## src/rtl/obstacle_scheduler.sv

```systemverilog
// ============================================================================
//  Module   : obstacle_scheduler
//  Purpose  : Scans the obstacle descriptor ROM once per frame, culls against
//             the camera window and streams the vertices of visible obstacles.
//  Revision : 1.0
// ============================================================================
`default_nettype none

module obstacle_scheduler #(
    parameter int WORLD_BITS              = 32,
    parameter int MAX_NUM_VERTICES        = 8,
    parameter int NUM_OBSTACLES           = 64,
    parameter int MAX_OBSTACLES_ON_SCREEN = 16,
    parameter int SCREEN_W                = 1280,
    parameter int SCREEN_H                = 720,
    parameter int VERT_ADDR_BITS          = 9
) (
    input  logic                                      clk_in,
    input  logic                                      rst_n_in,
    input  logic                                      start_in,
    input  logic signed [WORLD_BITS-1:0]              camera_x_in,
    input  logic signed [WORLD_BITS-1:0]              camera_y_in,
    output logic [$clog2(NUM_OBSTACLES)-1:0]          desc_addr_out,
    input  logic signed [WORLD_BITS-1:0]              desc_min_x_in,
    input  logic signed [WORLD_BITS-1:0]              desc_min_y_in,
    input  logic signed [WORLD_BITS-1:0]              desc_max_x_in,
    input  logic signed [WORLD_BITS-1:0]              desc_max_y_in,
    input  logic [VERT_ADDR_BITS-1:0]                 desc_base_in,
    input  logic [$clog2(MAX_NUM_VERTICES+1)-1:0]     desc_num_sides_in,
    output logic [VERT_ADDR_BITS-1:0]                 vert_addr_out,
    input  logic signed [WORLD_BITS-1:0]              vert_x_in,
    input  logic signed [WORLD_BITS-1:0]              vert_y_in,
    output logic                                      valid_out,
    output logic signed [WORLD_BITS-1:0]              x_out,
    output logic signed [WORLD_BITS-1:0]              y_out,
    output logic                                      done_out,
    output logic                                      busy_out,
    output logic                                      overflow_out
);

    localparam int c_idx_bits = $clog2(NUM_OBSTACLES);
    localparam int c_ns_bits  = $clog2(MAX_NUM_VERTICES+1);
    localparam int c_cnt_bits = $clog2(MAX_OBSTACLES_ON_SCREEN+1);

    localparam logic [c_idx_bits-1:0]     c_last_idx  = c_idx_bits'(NUM_OBSTACLES-1);
    localparam logic [c_ns_bits-1:0]      c_max_sides = c_ns_bits'(MAX_NUM_VERTICES);
    localparam logic [c_cnt_bits-1:0]     c_max_on    = c_cnt_bits'(MAX_OBSTACLES_ON_SCREEN);
    localparam logic signed [WORLD_BITS:0] c_w_m1     = (WORLD_BITS+1)'(SCREEN_W-1);
    localparam logic signed [WORLD_BITS:0] c_h_m1     = (WORLD_BITS+1)'(SCREEN_H-1);

    typedef enum logic [2:0] {
        IDLE        = 3'd0,
        DESC_FETCH  = 3'd1,
        DESC_CHECK  = 3'd2,
        VERT_STREAM = 3'd3,
        GAP         = 3'd4,
        DONE        = 3'd5
    } state_t;

    state_t                          r_state, w_next;
    logic [c_idx_bits-1:0]           r_idx;
    logic [c_cnt_bits-1:0]           r_count;
    logic [c_ns_bits-1:0]            r_left;
    logic [VERT_ADDR_BITS-1:0]       r_vert_addr;
    logic signed [WORLD_BITS-1:0]    r_cam_x, r_cam_y, r_x, r_y;
    logic                            r_wait, r_v1, r_v2, r_valid, r_overflow;

    logic                            w_accept, w_skip, w_enter_stream, w_gap_done, w_ovf_set;
    logic                            w_visible, w_sides_ok;
    logic signed [WORLD_BITS:0]      w_right, w_bottom, w_min_x, w_min_y;

    // Right/bottom edges need one extra bit so cam + SCREEN - 1 cannot wrap.
    assign w_right  = $signed({r_cam_x[WORLD_BITS-1], r_cam_x}) + c_w_m1;
    assign w_bottom = $signed({r_cam_y[WORLD_BITS-1], r_cam_y}) + c_h_m1;
    assign w_min_x  = $signed({desc_min_x_in[WORLD_BITS-1], desc_min_x_in});
    assign w_min_y  = $signed({desc_min_y_in[WORLD_BITS-1], desc_min_y_in});

    assign w_sides_ok = (desc_num_sides_in != '0) && (desc_num_sides_in <= c_max_sides);
    assign w_visible  = w_sides_ok
                     && (desc_max_x_in >= r_cam_x) && (w_min_x <= w_right)
                     && (desc_max_y_in >= r_cam_y) && (w_min_y <= w_bottom);

    always_ff @(posedge clk_in or negedge rst_n_in) begin
        if (!rst_n_in) r_state <= IDLE;
        else           r_state <= w_next;
    end

    always_comb begin
        w_next         = r_state;
        w_accept       = 1'b0;
        w_skip         = 1'b0;
        w_enter_stream = 1'b0;
        w_gap_done     = 1'b0;
        w_ovf_set      = 1'b0;
        case (r_state)
            IDLE: begin
                if (start_in) begin
                    w_accept = 1'b1;
                    w_next   = DESC_FETCH;
                end
            end
            DESC_FETCH: begin
                if (r_wait) w_next = DESC_CHECK;
            end
            DESC_CHECK: begin
                if (w_visible && (r_count < c_max_on)) begin
                    w_enter_stream = 1'b1;
                    w_next         = VERT_STREAM;
                end else begin
                    w_ovf_set = w_visible;
                    w_skip    = 1'b1;
                    w_next    = (r_idx == c_last_idx) ? DONE : DESC_FETCH;
                end
            end
            VERT_STREAM: begin
                if (r_left == c_ns_bits'(1)) w_next = GAP;
            end
            GAP: begin
                // Wait for the ROM pipeline to drain and one low output cycle.
                if (!r_v1 && !r_v2 && !r_valid) begin
                    w_gap_done = 1'b1;
                    w_next     = (r_idx == c_last_idx) ? DONE : DESC_FETCH;
                end
            end
            DONE:    w_next = IDLE;
            default: w_next = IDLE;
        endcase
    end

    always_ff @(posedge clk_in or negedge rst_n_in) begin
        if (!rst_n_in) begin
            r_idx       <= '0;
            r_count     <= '0;
            r_left      <= '0;
            r_vert_addr <= '0;
            r_cam_x     <= '0;
            r_cam_y     <= '0;
            r_x         <= '0;
            r_y         <= '0;
            r_wait      <= 1'b0;
            r_v1        <= 1'b0;
            r_v2        <= 1'b0;
            r_valid     <= 1'b0;
            r_overflow  <= 1'b0;
        end else begin
            r_wait <= (r_state == DESC_FETCH) && !r_wait;
            if (w_accept) begin
                r_cam_x    <= camera_x_in;
                r_cam_y    <= camera_y_in;
                r_overflow <= 1'b0;
                r_idx      <= '0;
                r_count    <= '0;
            end
            if (w_ovf_set) r_overflow <= 1'b1;
            if (w_skip)    r_idx      <= r_idx + c_idx_bits'(1);
            if (w_gap_done) begin
                r_idx   <= r_idx + c_idx_bits'(1);
                r_count <= r_count + c_cnt_bits'(1);
            end
            if (w_enter_stream) begin
                r_vert_addr <= desc_base_in;
                r_left      <= desc_num_sides_in;
            end else if (r_state == VERT_STREAM) begin
                r_vert_addr <= r_vert_addr + VERT_ADDR_BITS'(1);
                r_left      <= r_left - c_ns_bits'(1);
            end
            // Two ROM latency stages, then the output register.
            r_v1    <= (r_state == VERT_STREAM);
            r_v2    <= r_v1;
            r_valid <= r_v2;
            if (r_v2) begin
                r_x <= vert_x_in;
                r_y <= vert_y_in;
            end
        end
    end

    assign desc_addr_out = r_idx;
    assign vert_addr_out = r_vert_addr;
    assign valid_out     = r_valid;
    assign x_out         = r_x;
    assign y_out         = r_y;
    assign done_out      = (r_state == DONE);
    assign busy_out      = (r_state != IDLE);
    assign overflow_out  = r_overflow;

endmodule

`default_nettype wire

```

## config.mk

```make
export PLATFORM = sky130hd
export DESIGN_NAME = obstacle_scheduler
export DESIGN_NICKNAME = d
export VERILOG_FILES = /design/src/rtl/obstacle_scheduler.sv
export SDC_FILE = /design/constraint.sdc
export NUM_CORES = 1
export LEC_CHECK = 0
export ABC_AREA = 1
export BUFFER_PORTS_ARGS = -buffer_cell sky130_fd_sc_hd__buf_2
export CORE_ASPECT_RATIO = 0.9
export CORE_MARGIN = 2
export CORE_UTILIZATION = 56
export DETAILED_ROUTE_END_ITERATION = 7
export PLACE_DENSITY_LB_ADDON = 0.25
export SLEW_MARGIN = 10
export SYNTH_ARGS = -nofsm -noshare
export SYNTH_HDL_FRONTEND = slang
export SYNTH_SLANG_ARGS = --single-unit
```

## constraint.sdc

```tcl
create_clock -name clk_in -period 5.2 [get_ports clk_in]
set_clock_uncertainty 0.05 [all_clocks]
set_input_delay 0.26 -clock clk_in [delete_from_list [all_inputs] [get_ports clk_in]]
set_output_delay 0.26 -clock clk_in [all_outputs]
set_load 0.005 [all_outputs]
```

; Yosys cells after proc, flatten, opt, wreduce, memory -nomap -nowiden
; Cells that the tools add are included.
[word_totals]
register_bits = 160
in_bits = 272
output_inout_bits = 83
elab_cells = 86
[classes]
addsub = 6
magnitude_cmp = 6
eq_ne = 11
n_mux = 28
n_reduce_logical = 21
[op_table]
columns = operator, count
row1 = 32-bit by 33-bit less-or-equal comparator with 1-bit output, 2
row2 = 32-bit greater-or-equal comparator, 2
row3 = 32-bit by 11-bit adder with 33-bit output (second input constant), 1
row4 = 32-bit by 12-bit adder with 33-bit output (second input constant), 1
row5 = 3-bit 2-to-1 mux, 6
row6 = 6-bit 2-to-1 mux, 3
row7 = 9-bit 2-to-1 mux, 2
row8 = 3-bit one-hot mux with 5 select lines, 1
row9 = 1-bit 2-to-1 mux, 12
row10 = 5-bit 2-to-1 mux, 2
row11 = 9-bit by 1-bit adder with 9-bit output (second input constant), 1
row12 = 1-bit logical AND, 9
row13 = 4-bit 2-to-1 mux, 2
row14 = 2-bit inequality test (second input constant), 4
row15 = 6-bit by 1-bit adder with 6-bit output (second input constant), 1
row16 = 3-bit by 2-bit == test with 1-bit output (second input constant), 2
row17 = 3-bit == test (second input constant), 2
row18 = 6-bit == test (second input constant), 1
row19 = 2-bit nonzero test, 3
row20 = 3-bit nonzero test, 2
row21 = 5-bit by 1-bit adder with 5-bit output (second input constant), 1
row22 = 5-bit less-than comparator (second input constant), 1
row23 = 4-bit by 1-bit == test with 1-bit output (second input constant), 1
row24 = 4-bit less-or-equal comparator (second input constant), 1
row25 = 6 further kinds, 9

; Longest topological paths before layout
; Gate-level depths: netlist of run 1.
[depth]
depth_word = 11
mapped_depth = 30
mapped_depth_nobuf = 30

; Worst setup path before layout of run 1
; No wires, ideal clock.
[synth_timing]
path_type = register -> register
from = register r_cam_y[0]
to = register r_left[3]
setup_ns = 0.128
arrival_ns = 3.412
path_slack_ns = 1.610
stages_incl_launch_ff = 29
synth_period_minus_slack_ns = 3.590
cell_sequence = dfrtp_1 -> inv_1 -> ha_1 -> nand2_1 -> nor2_1 -> nor3_2 -> nor2_1 -> o21ai_4 -> nand2_2 -> nor3_4 -> nand2_1 -> nor2_1 -> nand2_1 -> xor2_1 -> ha_1 -> nand2_1 -> nor2_1 -> nand2_1 -> nor2_1 -> nand3b_1 -> nand3_1 -> nand2_1 -> nand2_1 -> nand2_1 -> nor2_4 -> nand3_4 -> buf_6 -> nand3_2 -> nand3_1
[synth_between]
elab_chain_len = 7
[synth_rtl]
columns = item, line
row1 = "start, declared", 65  ; logic signed [WORLD_BITS-1:0] r_cam_x, r_cam_y, r_x, r_y;
row2 = "start signal, assigned", 149  ; r_cam_y <= camera_y_in;
row3 = 32-bit by 11-bit adder with 33-bit output or 32-bit greater-or-equal comparator (tied branches), "74, 81"
row4 = 32-bit by 33-bit less-or-equal comparator with 1-bit output or 1-bit logical AND (tied branches), 81  ; && (desc_max_y_in >= r_cam_y) && (w_min_y <= w_bottom);
row5 = 1-bit logical AND (*), 81
row6 = 1-bit logical AND (*), 106  ; if (w_visible && (r_count < c_max_on)) begin
row7 = 1-bit 2-to-1 mux (*), 106
row8 = 1-bit 2-to-1 mux (*), 95  ; case (r_state)
row9 = 4-bit 2-to-1 mux or 2-bit nonzero test (tied branches), -
row10 = "end signal, assigned", 162  ; r_left <= desc_num_sides_in;
row11 = "end signal, assigned", 165  ; r_left <= r_left - c_ns_bits'(1);
row12 = "end, declared", 63  ; logic [c_ns_bits-1:0] r_left;
; Every way passes the cells marked *; elsewhere a longest branch is shown, timed or not.
; A chain may end at the register's enable or synchronous reset.

; Final worst setup path of run 1
[layout_timing]
from = register r_cam_x[0]
to = register r_vert_addr[0] (netlist: vert_addr_out[0])
[layout_between]
elab_chain_len = 9
[layout_rtl]
columns = item, line
row1 = "start, declared", 65
row2 = "start signal, assigned", 148  ; r_cam_x <= camera_x_in;
row3 = 32-bit by 12-bit adder with 33-bit output or 32-bit greater-or-equal comparator (tied branches), "73, 80"
row4 = 32-bit by 33-bit less-or-equal comparator with 1-bit output or 1-bit logical AND (tied branches), 80  ; && (desc_max_x_in >= r_cam_x) && (w_min_x <= w_right)
row5 = 1-bit logical AND (*), 80
row6 = 1-bit logical AND (*) (2 in a row), 81
row7 = 1-bit logical AND (*), 106
row8 = 1-bit 2-to-1 mux (*), 106
row9 = 1-bit 2-to-1 mux (*), 95
row10 = 9-bit 2-to-1 mux or 2-bit nonzero test (tied branches), -
row11 = "end signal, assigned", 161  ; r_vert_addr <= desc_base_in;
row12 = "end signal, assigned", 164  ; r_vert_addr <= r_vert_addr + VERT_ADDR_BITS'(1);
row13 = "end, declared", 64  ; logic [VERT_ADDR_BITS-1:0] r_vert_addr;
; Marks and branches as above.

==> metrics, run 1 <==
WP data arrival roughly 4800 ps; logic gate share of total power 52.9%; relative slew slack 23.1%; most frequent cells in the layout 497 x nand2_1, 353 x buf_2, 159 x dfrtp_1, 147 x inv_1, 137 x ha_1; Slew @ Worst Pin roughly 1100 ps; Slew Viols, Final 0; endpoints failing hold 0; Post-DP HPWL roughly 25000 microns; final hold slack between 0.6 and 0.7 ps; first-pass GRT wire length between 50000 and 60000 microns; DIE WIDTH between 150 and 200 microns; leading area contributor after synthesis dfrtp_1; Seq/Total Area, Yosys 36.4%; Post-DP Area 13000 sq um; TritonCTS clock tree yes; chip height around 140 microns; total number of vias roughly 12000; setup_tns 0 ps; Num CTS Buffers 17; final number of setup-violating endpoints 0; outcome completed; total design power ~7.5 mW; layout cells sized above 1 22.4%; leakage power total 7.90 nW; clk sinks 160; post_cts resized 0; worst setup path category reg2reg; Critical Path Most Common Cell nand3_1; fin crit share approximately 86%; Clock Tree Buf Depth 2; vias in the first global route approximately 11000; top cells by area, synth dfrtp_1 36%, nand2_1 17%, ha_1 16%; H-Tree Depth 4; RSZ-0062 raised after global routing false; Post-synth EDFFs 0; synth warn 0; buffers inserted by post-CTS timing repair 0; fmax roughly 220 MHz; register area between 4000 and 5000 sq um; GPL Wtd Cong between 0.9 and 1; fin cells around 2200; Post-Layout Inst Area approximately 15000 sq um; Worst-path clk slew about 80 ps; row cnt 48; grt ovf 0; peak supply drop roughly 0.00033 V; GRT Overall Usage roughly 33%; minimum clock period 4490 ps; largest net degree at the start of global routing slightly above 80; Yosys reg bits 160; PwrDens 509 nW/um^2; Switch Pwr between 3 and 4 mW; die area about 21000 sq um; switch share between 40% and 50%; slowest CP cell dfrtp_1; Placed Instances approximately 2000; initial antenna violation count 15; Routed wire per std cell between 15 and 20 microns; syn_nets 1847; Post-synth ARST share between 90% and 100%; Routed WL approximately 35000 microns; multi-input logic area about 6300 sq um; hold crit path type in2reg; Avg Cell Area, Syn approximately 7.7 sq um; Synth Flop Type dfrtp_1; Worst setup EP type flop; commonest non-fill, non-tap cell in the layout nand2_1; CP required 5480 ps; Max Cap Viol 0; IO Pins 355; Hold-fix buffers, CTS 103; Syn Inst Count 1438; fin nets ~2300; drc violations 0; Yosys top cell area share between 30% and 40%; Starting Density a little under three fifths; Core ar. 19200 sq um; critical path fanouts, max 16; crit start category flop; clk_lat worst skew between 400 and 500 ps; Clock Power Share roughly 17%; First-pass DRT Iterations 6; Pint 4.00 mW; Sequential Power Share between 30% and 40%; Filler cells between 1000 and 1500; synthesized cell area about 11000 sq um; Clock Root Buffer clkbuf_16; IO Port Bufs ~350; ANT nets after route 0; initial drt markers 760; slowest stage delay, CP 400 ps; Area growth, synth to finish 33.3%; distinct cell type count after synthesis 42; Via density approximately 5.3
-- flip-flops by register name (all words and copies together) (netlist names) --
name / count
desc_addr_out: 6
overflow_out: 1
r_cam_x: 32
r_cam_y: 32
r_count: 5
r_left: 4
r_state: 3
r_v1: 1
r_v2: 1
r_wait: 1
valid_out: 1
vert_addr_out: 9
x_out: 32
y_out: 32
-- stage by stage --
stage | util (%) | setup slack, ps
6_report | 76.3 | 708
2_1_floorplan | - | 1610
4_1_cts | 76.1 | 716
3_3_place_gp | 67.7 | 919
3_5_place_dp | 67.7 | 724
5_1_grt | 76.3 | 234
-- layer usage --
| metal | routed length (microns) | GRT usage (%) | vias to the layer above |
|---|---|---|---|
| li1 | - | - | 5581 |
| met1 | 14100 | 40.9 | 5335 |
| met2 | 17000 | 56.3 | 527 |
| met3 | 2530 | 7.13 | 113 |
| met4 | 1420 | 15.3 | 2 |
| met5 | 7 | 0 | - |
-- worst paths after layout --
check / startpoint / endpoint / slack, ps / cells past startpoint
setup / recovery: r_cam_x[0] / vert_addr_out[0] / 710 / 28
hold / removal: camera_x_in[20] / r_cam_x[20] / 0.7 / 3
setup reg to reg: r_cam_x[0] / vert_addr_out[0] / 710 / 28
hold reg to reg: r_v1 / r_v2 / 350 / 0
max in group asynchronous: rst_n_in / desc_addr_out[0] / 3600 / 3
min in group asynchronous: rst_n_in / r_cam_y[21] / 390 / 2
-- cell families after synthesis --
group           share of synthesized area (%)
simple gates                             28.2
buf+inv                                  6.32
compound gates                           7.97
flops                                    36.4
fa+ha+maj                                15.6
xor+xnor                                 5.57
-- critical path: cells and delay by family (launching register included) --
kind	cells	cell delay [ps]
AO/OA/AOI/OAI	1	240
XOR/XNOR	1	150
adder cells (fa/ha/maj)	2	520
buffers and inverters	2	170
flip-flops	1	400
AND/OR/NAND/NOR	22	2880
-- synth_stat cells (28+ instances only) --
master	count
nand2_1	497
dfrtp_1	160
inv_1	148
ha_1	137
o21ai_0	78
nor2_1	70
nand3_1	63
xor2_1	63
a21oi_1	60
clkbuf_1	30
nand4_1	30
nor3_1	28
-- area by class of cell --
class                      instances  area share, %
sequential                       160           27.3
timing repair buffer             463           19.5
multi-input combinational       1095           43.0
clock buffer                      17           2.90
antenna                           14          0.239
clock inverter                    15           1.11
tap                              250           2.13
inverter                         150           3.85
-- power groups by stage --
stage               clock [mW]  combinational, mW  sequential [mW]
global placement             0               3.64             2.22
detailed placement           0               3.79             2.24
floorplan                    0               2.60             2.21
global route              1.32               4.51             2.32
finish                    1.26               3.95             2.26
CTS                       1.27               3.87             2.23
Note: power is estimated with default switching activity, not from simulation.
==> run 2, diff against run 1 <==
--- a/config.mk
+++ b/config.mk
@@ -7,12 +7,12 @@
 export LEC_CHECK = 0
 export ABC_AREA = 1
 export BUFFER_PORTS_ARGS = -buffer_cell sky130_fd_sc_hd__buf_2
+export CAP_MARGIN = 20
 export CORE_ASPECT_RATIO = 0.9
 export CORE_MARGIN = 2
-export CORE_UTILIZATION = 56
+export CORE_UTILIZATION = 55
 export DETAILED_ROUTE_END_ITERATION = 7
 export PLACE_DENSITY_LB_ADDON = 0.25
-export SLEW_MARGIN = 10
 export SYNTH_ARGS = -nofsm -noshare
 export SYNTH_HDL_FRONTEND = slang
 export SYNTH_SLANG_ARGS = --single-unit
==> run 2 against run 1 <==
  * Power rose by 0.47%
  * Clock power rose by 3%
  * Global-route usage fell by 1.6 points
  * Core utilization fell by 1.1 points
  * First-iteration DRC count fell by 7.0%
  * Maximum frequency rose by 0.23%
  * Setup slack improved by 10 ps
  * Via count fell by 0.24%
==> metrics, run 2 (same netlist as run 1, synthesis figures left out) <==
peak supply drop 0.000267 V; Num CTS Buffers 17; Filler cells roughly 1500; GRT Overall Usage a little under a third; fin crit share a little under nine tenths; Clock Root Buffer clkbuf_16; Area growth, synth to finish 35.4%; Routed wire per std cell ~15 microns; buffers inserted by post-CTS timing repair 0; IO Port Bufs 354; clk_lat worst skew 450 ps; PwrDens 504 nW/um^2; commonest non-fill, non-tap cell in the layout nand2_1; Via density 5.28; multi-input logic area around 6300 sq um; First-pass DRT Iterations 7; hold crit path type in2reg; most frequent cells in the layout 497 x nand2_1, 353 x buf_2, 159 x dfrtp_1, 147 x inv_1, 137 x ha_1; final number of setup-violating endpoints 0; Worst R2R Path Depth 27; initial antenna violation count 10; WP data arrival approximately 4800 ps; Critical Path Most Common Cell nand2_1; Buf+Inv Stages, Crit Path 2; Clock Tree Buf Depth 2; clk sinks 160; worst r2r src r_cam_y[0]; Slew @ Worst Pin 942 ps; post_cts resized 0; final hold slack about 14 ps; initial drt markers just over 700; die area 21200 sq um; outcome completed; critical path fanouts, max 16; worst hold start camera_y_in[2]; WP depth 27; WHS Endpoint r_cam_y[2]; IO Pins between 300 and 400; CP required ~5500 ps; Starting Density between 50% and 60%; Worst-path clk slew 90 ps; Max Cap Viol 0; vias in the first global route ~12000; slowest stage delay, CP 350 ps; Routed WL 33800 microns; total number of vias roughly 12000; flop-to-flop setup slack 720 ps; ANT nets after route 0; GPL Wtd Cong 0.919; crit-path leading delay family simple AND/OR/NAND/NOR gates; worst setup path category reg2reg; layout cells sized above 1 22.2%; row cnt 49; Hold-fix buffers, CTS about 120; TritonCTS clock tree yes; slowest CP cell dfrtp_1; Worst Hold Depth 3; chip height 138 microns; largest net degree at the start of global routing 83; minimum clock period 4480 ps; RR Endpoint vert_addr_out[0]; Slew Viols, Final 0; grt ovf 0; fin nets around 2300; Core ar. roughly 20000 sq um; first-pass GRT wire length ~55000 microns; DIE WIDTH roughly 150 microns; relative slew slack between 30% and 40%; register area between 4000 and 5000 sq um; Crit. Startpoint r_cam_y[0]; leakage power total 8.01 nW; RSZ-0062 raised after global routing false; drc violations 0; fmax 223 MHz; setup_tns 0 ps; pre-CTS setup slack about 800 ps; crit start category flop; endpoints failing hold 0; Worst setup EP type flop; H-Tree Depth 4; Post-DP HPWL about 24000 microns; final worst slack about 720 ps
==> run 2: changes by cell type in the layout (fill, tap and decap cells not counted) <==
cell           delta
buf_12            +2
clkinv_4          +1
inv_8             +2
clkinv_2          -1
buf_4             -1
inv_12            +2
inv_6             -1
clkinvlp_4        -2
dlygate4sd3_1    +19
clkinv_8          -1
diode_2           -7
==> run 2: power breakdown <==
part	total, mW	internal [mW]	switching, mW
clock	1.30	0.659	0.642
sequential	2.26	1.82	0.439
combinational	3.94	1.56	2.38
==> run 2: final cells by class <==
cell class	instances	share of cell area (%)
flip-flops and latches	160	26.9
multi-input cells	1095	42.3
inverters	150	3.79
clock inverters	15	1.22
repair buffers	483	20.7
diodes	7	0.118
well taps	255	2.14
clock buffers	17	2.86
==> run 2: worst max-delay path by stage <==
stage | endpoint | slack, ps
5_1_grt | vert_addr_out[0] | 200
3_3_place_gp | vert_addr_out[0] | 940
3_5_place_dp | vert_addr_out[0] | 810
6_report | vert_addr_out[0] | 720
2_1_floorplan | r_left[3] | 1610
4_1_cts | vert_addr_out[0] | 780
==> run 2: routing by layer <==
layer  wire length, microns  track usage [%]  vias to the layer above
met4                   1120             12.2                        6
met3                   2440             6.30                       90
met1                  13900             39.0                     5327
li1                       -                -                     5628
met5                     38                0                        -
met2                  16200             55.0                      479
==> run 2: worst min-delay path, stage by stage <==
cell and delay, ps:
buf_2 80, nand2_1 40, o21ai_0 60
==> run 2: per-stage QoR <==
step	instance area [sq um]	std cells	total power, mW	utilization (%)
6_report	14900	2182	7.50	75.2
5_1_grt	14900	2181	8.20	75.2
3_5_place_dp	13000	2019	6.00	65.7
4_1_cts	14800	2173	7.40	74.9
3_3_place_gp	13000	2019	5.86	65.7
2_1_floorplan	11000	1438	4.80	-
